$ cat config.mk
export PLATFORM = sky130hd
export DESIGN_NAME = fns_encoder_seq
export DESIGN_NICKNAME = d
export VERILOG_FILES = /design/src/rtl/fns_encoder_seq.sv
export SDC_FILE = /design/constraint.sdc
export NUM_CORES = 1
export LEC_CHECK = 0
export ABC_AREA = 1
export CAP_MARGIN = 20
export CORE_MARGIN = 1
export CORE_UTILIZATION = 51
export CTS_BUF_LIST = sky130_fd_sc_hd__clkbuf_4 sky130_fd_sc_hd__clkbuf_8
export CTS_CLUSTER_DIAMETER = 40
export DETAILED_ROUTE_END_ITERATION = 16
export PLACE_DENSITY = 0.78
export SYNTH_ARGS = -nofsm -noshare
export SYNTH_HDL_FRONTEND = slang
export SYNTH_SLANG_ARGS = --single-unit
$ cat constraint.sdc
create_clock -name clk -period 2.3 [get_ports clk]
set_clock_uncertainty 0.05 [all_clocks]
set_input_delay 0.575 -clock clk [delete_from_list [all_inputs] [get_ports clk]]
set_output_delay 0.575 -clock clk [all_outputs]
set_load 0.005 [all_outputs]
$ cat src/rtl/fns_encoder_seq.sv
// Fibonacci (Zeckendorf) encoder: greedy subtraction, one codeword bit per clock, MSB first.
// Latency CODE_W clocks from accept to out_valid; in_ready stays low until the output handshake.
module fns_encoder_seq #(
    parameter int DATA_W = 8,
    parameter int CODE_W = 12
) (
    input  logic              clk,
    input  logic              rst,
    input  logic              in_valid,
    output logic              in_ready,
    input  logic [DATA_W-1:0] data_in,
    output logic              out_valid,
    input  logic              out_ready,
    output logic [CODE_W-1:0] code_out,
    output logic              code_err,
    output logic              busy
);
    function automatic int fib(input int k);
        int a;
        int b;
        int t;
        a = 1;
        b = 2;
        if (k == 0) return 1;
        for (int i = 1; i < k; i++) begin
            t = a + b;
            a = b;
            b = t;
        end
        return b;
    endfunction

    localparam int F_TOP  = fib(CODE_W);
    localparam int F_BITS = $clog2(F_TOP + 1);
    localparam int REM_W  = (DATA_W > F_BITS) ? DATA_W : F_BITS;
    localparam int IDX_W  = $clog2(CODE_W + 1);

    typedef enum logic [1:0] {IDLE, ENC, DONE} state_t;

    state_t            state;
    logic [REM_W-1:0]  rem;
    logic [IDX_W-1:0]  idx;
    logic [CODE_W-1:0] code_q;
    logic              err;
    logic [REM_W-1:0]  data_ext;
    logic [REM_W-1:0]  weight [CODE_W+1];
    logic              take;

    // weight[CODE_W] is the first value that no longer fits in CODE_W bits
    for (genvar k = 0; k <= CODE_W; k++) begin : g_weight
        assign weight[k] = REM_W'(fib(k));
    end

    assign data_ext = REM_W'(data_in);
    assign take     = (rem >= weight[idx]);
    assign code_out = code_q;
    assign code_err = err;

    always_ff @(posedge clk) begin
        if (rst) begin
            state     <= IDLE;
            in_ready  <= 1'b1;
            out_valid <= 1'b0;
            busy      <= 1'b0;
            code_q    <= '0;
            err       <= 1'b0;
            rem       <= '0;
            idx       <= '0;
        end else begin
            case (state)
                IDLE: begin
                    if (in_valid) begin
                        rem      <= data_ext;
                        idx      <= IDX_W'(CODE_W - 1);
                        code_q   <= '0;
                        err      <= (data_ext >= weight[CODE_W]);
                        in_ready <= 1'b0;
                        busy     <= 1'b1;
                        state    <= ENC;
                    end
                end
                ENC: begin
                    // an overflowed word keeps the cleared codeword, only the timing runs on
                    if (!err && take) begin
                        code_q[idx] <= 1'b1;
                        rem         <= rem - weight[idx];
                    end
                    if (idx == '0) begin
                        out_valid <= 1'b1;
                        state     <= DONE;
                    end else begin
                        idx <= idx - 1'b1;
                    end
                end
                DONE: begin
                    if (out_ready) begin
                        out_valid <= 1'b0;
                        in_ready  <= 1'b1;
                        busy      <= 1'b0;
                        state     <= IDLE;
                    end
                end
                default: state <= IDLE;
            endcase
        end
    end

    // Greedy invariant rem < f(idx+1) is what rules out two adjacent ones.
    always_ff @(posedge clk) begin
        if (!rst && state == ENC && !err) begin
            assert (rem < weight[idx + 1'b1]);
        end
        if (!rst && state == DONE && !err) begin
            assert (rem == '0);
            assert ((code_q & (code_q >> 1)) == '0);
        end
    end
endmodule

==> metrics.cfg <==
[cells_and_area]
final_area_um2=2850
antenna_cells=0
fin_util=0.779
layout_commonest_cell=nand2_1
fin_cells=408
mostFrequentLayoutCells=nand2_1, buf_4, inv_1
finish.net_count=386
synthToLayoutAreaGrowth_pct=45.6
drive_above_1_share=0.303

[global_route]
grt-ovfl-total=0
grt_start_max_net_pins=14
grt_pass1_wl_um=8540
antenna_found_initial=0
grt_pass1_vias=1946
grt.total_usage=0.273

[die]
io-pin-count=28
initial_core_util=0.535
coreArea_um2=3660
die-width_um=64.0
die_y_um=64.0
core.rowCount=22
die_area_um2=4090

[timing]
max_slew.worst_pin.slew_ns=0.583
drv_slew=0
final_hold_viol_count=0
grt_setup_unrepaired=yes
min_period_ns=2.44
tns_ns=-1.66
fin_hold_ws_ns=0.398
slew_headroom=0.610
timing.fmax_mhz=410
fin_crit_sh=1.06
finalSetupViolCount=21
fin_ws_ns=-0.138

[synth]
postSynthAreaPerCell_um2=6.78
syn-num-nets=316
ys_seq_area_frac=0.307
syn_area_um2=1960
netlist-cell-type-count=38
synth_ff_type=dfxtp_1
yosys_warnings=0
synth_edf_count=0
postSynthCellCount=289
ys_async_sr_fraction=0
synth-seq-cells=30

[power]
internal_power_mw=1.63
pwr-share-seq=0.234
peakVddDrop_mv=0.540
leakage_nw=1.27
power_density_nw_per_um2=980
power_mw=2.79
netSwitchingFraction=0.415
clkPwrFrac=0.178
pwr-share-comb=0.589
net-switching-power_mw=1.16

[setup_path]
crit_fanout=9
cp.arrival_ns=2.59
end_kind=register
start_kind=register
required_ns=2.45
critPathKind=register to register

[clock_tree]
cts.sinks=30
cts_tree=built
clockBufferDepth=2
cts_root_buf=clkbuf_8
cts_hold_buf=0
clk_latency_ns=0.28
cts_made_buffers=5
clk_pin_slew_ns=0.06
h-tree-depth=2

[placed_design]
hpwlAfterDp_um=3580
place_congestion=0.933
placed_cell_area_um2=2490
dp.cells=389
io_buffer_count=26
pre_cts_ws_ns=-0.214

[flow_run]
max-cap-violations=0

[detailed_routing]
drt_first_iter_violations=149
route.detailed.drc=0
routed_wl_um=5580
firstDrtPassIters=6
vias=2097
ant_nets=0
viasPerCell=5.14
routedWlPerCell_um=13.7

[outcome]
violations=setup timing
status=finished with violations

[min_path]
min_path_type=register to register

==> cells by family (layout without fill, tap and decap cells) <==
kind of cell             Yosys count  after routing  synth area share
other                              1              1           0.00192
buffers and inverters             61            131             0.128
flip-flops                        30             30             0.307
AND/OR/NAND/NOR                  131            131             0.312
adder cells (fa/ha/maj)           15             15            0.0997
XOR/XNOR                           2              2           0.00895
AO/OA/AOI/OAI                     49             50             0.142
==> critical path, cell delays in order, from the launching register on <==
cell and delay, ns:
dfxtp_4 0.38, buf_4 0.13, ha_2 0.18, inv_1 0.07, o21ai_2 0.15, o21ai_1 0.13
ha_1 0.32, nand2_1 0.06, nand2_1 0.10, nand3_2 0.08, nand2_2 0.09, nand3_4 0.12
nand2_4 0.12, buf_6 0.13, nand4_1 0.10, a21oi_1 0.15
==> synthesized netlist by cell type (2+ instances only) <==
library cell	number	area share
nor3_1	3	0.0077
nand2_1	62	0.12
dfxtp_1	30	0.31
inv_1	43	0.082
buf_4	2	0.0077
clkbuf_1	2	0.0038
o21ai_1	5	0.013
inv_2	7	0.013
a21oi_2	2	0.0089
buf_2	4	0.010
xor2_1	2	0.0089
nand3_1	13	0.033
nor2_2	3	0.0096
nand4_1	10	0.032
nand2_2	4	0.013
nor2_1	28	0.054
o21ai_0	13	0.033
ha_1	14	0.089
a21oi_1	23	0.059
==> repair_timing <==
action                                 4_1_cts  5_1_grt
endpoints found under the hold margin        0        0
gates resized for setup                     23       24
setup endpoints to repair                   21       21
buffers inserted                             6        4
cloned                                       1        0
pin swaps                                    7       12
==> flip-flops by register name, indices dropped and copies added (netlist names) <==
signal and cells:
out_valid 1, in_ready 1, busy 1, idx 4, code_out 12, state 2, rem 9
==> final cells by class <==
class                      count  area, um^2
multi-input combinational    199        1250
fill                         243         811
timing repair buffer          71         609
sequential                    30         607
inverter                      52         210
clock buffer                   8         110
tap                           48        60.1
==> worst paths after layout <==
path,slack [ns],end,start,depth (start not counted)
setup reg to reg,-0.14,code_out[4]$_SDFFE_PP0P_,idx[1]$_SDFFE_PP0P_,15
hold / removal,0.40,code_out[3]$_SDFFE_PP0P_,code_out[3]$_SDFFE_PP0P_,2
setup / recovery,-0.14,code_out[4]$_SDFFE_PP0P_,idx[1]$_SDFFE_PP0P_,15
hold reg to reg,0.40,code_out[3]$_SDFFE_PP0P_,code_out[3]$_SDFFE_PP0P_,2
==> power by group through the flow <==
stage / clock [mW] / combinational [mW] / sequential [mW]
global route: 0.527 / 1.80 / 0.660
detailed placement: 0 / 1.34 / 0.654
floorplan: 0 / 0.879 / 0.637
CTS: 0.501 / 1.48 / 0.644
finish: 0.497 / 1.64 / 0.653
global placement: 0 / 1.31 / 0.650
==> metal layers <==
layer  vias to the layer above  share of wire  global-route usage
met4                         0          0.029               0.116
met3                        16          0.061              0.0821
li1                       1055              -                   -
met1                       956           0.43               0.330
met2                        70           0.48               0.445
met5                         -              0                   0
Note: power is estimated with default switching activity, not from simulation.
==> variant (config.mk and constraints unchanged) <==
Put one more register stage on the output `code_err`, without a reset. The value now appears one clock later. The other outputs are not delayed to match.
--- a/src/rtl/fns_encoder_seq.sv
+++ b/src/rtl/fns_encoder_seq.sv
@@ -54,7 +54,9 @@
     assign data_ext = REM_W'(data_in);
     assign take     = (rem >= weight[idx]);
     assign code_out = code_q;
-    assign code_err = err;
+    always_ff @(posedge clk) begin
+        code_err <= err;
+    end
 
     always_ff @(posedge clk) begin
         if (rst) begin
Behaviour: no difference found for any inputs over 10 cycles, from zero or initial values and one cycle with rst high; that may be too few to reach the edited logic, so the function may still have changed.
==> variant against the original RTL <==
- critical endpoint is now rem[6]
- maximum frequency down 3.6%
- synthesized area up 1.7%
- count of clock-buffer cells in the layout down 1
- power up 13%
- critical path type unchanged
- sequential cell count unchanged
- cell area up 6.9%
- the run still ends with negative setup slack left
- critical path depth unchanged
- via count up 13%
- routed wire length up 20%
- worst hold slack better by 0.0017 ns
- setup slack worse by 0.090 ns
- sequential share of layout area down 1.3 points
- combinational power up 24%
==> variant: results (changes against the original RTL) <==
* Sw Share at 43.8% (+2.2 points)
* Setup TNS at -2.57 ns (-0.910 ns)
* Worst skew pair latency at 0.29 ns
* Post-DR vias/cell at 5.59 (+8.8%)
* Delay-heaviest family, CP: adder cells
* Synthesized Nets at 323 (+2.2%)
* Worst Max-Slew Pin Slew at 0.542 ns (-0.0406 ns)
* Worst-path fanout max at 4 (-5)
* Cell variety after synth at 36 (-5.3%)
* Max stage delay cell, worst path: fa_2
* Type of the worst min-delay path: reg2reg
* Synth top area cells: dfxtp_1 (30%), nand2_1 (13%), inv_1 (9.2%)
* Layout cells sized above 1 at 35.3% (+5.0 points)
* Pin count of the biggest net entering global routing at 14 (unchanged)
* Nets at 403 (+4.4%)
* Seq/Total Area, Yosys at 30.2% (-0.52 points)
* VDD IR max at 0.000611 V (+13%)
* First-pass GRT wire length at 9.95 mm (+17%)
* Fill count at 217 (-11%)
* Leak at 0.00136 µW (+7.0%)
* Final GP Congestion at 0.898 (-3.7%)
* Dpl hpwl at 3.76 mm (+4.9%)
* DR iter-0 viols at 300 (+100%)
* Final worst slack at -0.229 ns (-0.0904 ns)
* Final setup vio count at 21 (unchanged)
* Hold path start: code_out[9]
* Initial Util at 53.6% (+0.12 points)
* WL final at 6.67 mm (+20%)
* Most frequent cells after synthesis: nand2_1 (68), inv_1 (49), nor2_1 (33)
* Failing checks: negative setup slack
* Vias in the first global route at 2,194 (+13%)
* Outcome: finished with violations
* GRT Overall Usage at 31.4% (+4.1 points)
variant: changes by cell type in the layout (fill, tap and decap cells not counted), moves of 3 or more:
cell,delta
buf_4,+7
nand2_2,+9
nand3_1,-3
nor2_1,+3
a21oi_1,-4
o21ai_4,+3
o21ai_2,-3
nand2_4,+3
ha_4,+3
ha_1,-3
nor2_2,+3
variant: timing repair:
action | 4_1_cts | 5_1_grt
hold buffers | 0 | 0
setup endpoints to repair | 21 | 21
resized for setup | 41 | 28
buffers inserted | 12 | 5
pin swaps | 17 | 10
hold endpoints to repair | 0 | 0
gates cloned | 2 | 0
variant: layout make-up:
type                       instances  share of cell area [%]
inverter                          51                    6.53
timing repair buffer              79                    22.1
sequential                        30                    20.0
clock buffer                       7                    2.96
tap                               48                    1.97
multi-input combinational        209                    46.3
clock inverter                     1                   0.164
variant: metrics by stage:
stage	total power (µW)	std cells	setup WS (ns)	area (µm²)
after floorplan	1540	296	0.0104	2000
after global placement	1980	398	-0.188	2540
after detailed placement	2020	398	-0.262	2540
after CTS	2790	420	-0.101	2910
after global routing	3330	425	-0.330	3050
final	3150	425	-0.229	3050
variant: worst paths after layout:
path / endpoint / slack [ns] / depth (start not counted)
worst min-delay path: code_out[9] / 0.40 / 2
worst max register to register: rem[6] / -0.23 / 15
worst max-delay path: rem[6] / -0.23 / 15
worst min register to register: code_out[9] / 0.40 / 2
variant: logic make-up after synthesis:
kind of cell | share of synthesized area, %
compound gates | 14.3
buf+inv | 12.1
xor+xnor | 0.880
fa+ha+maj | 9.80
flops | 30.2
simple gates | 32.6
other cells | 0.188
variant: power by group through the flow:
stage	Sequential, µW	Combinational [µW]	Clock, µW
after floorplan	638	906	0
after global placement	651	1330	0
after detailed placement	655	1370	0
after CTS	654	1680	454
after global routing	671	2180	479
final	663	2040	450
variant: worst reg2reg max path: cells and delay by family (launching register included):
kind / cells / cell delay [ns]
adder cells (fa/ha/maj): 3 / 0.84
buffers and inverters: 4 / 0.28
flip-flops: 1 / 0.38
AO/OA/AOI/OAI: 3 / 0.52
AND/OR/NAND/NOR: 5 / 0.40
variant: layer usage:
metal  up-vias  track usage, %  part of all wire, %  wire length (µm)
met5         -               0                    0                 0
met1      1107            36.8                   40              2650
met2       141            53.2                   49              3240
met4         0            17.2                  4.2               277
li1       1098               -                    -                 -
met3        31            6.51                  7.5               498
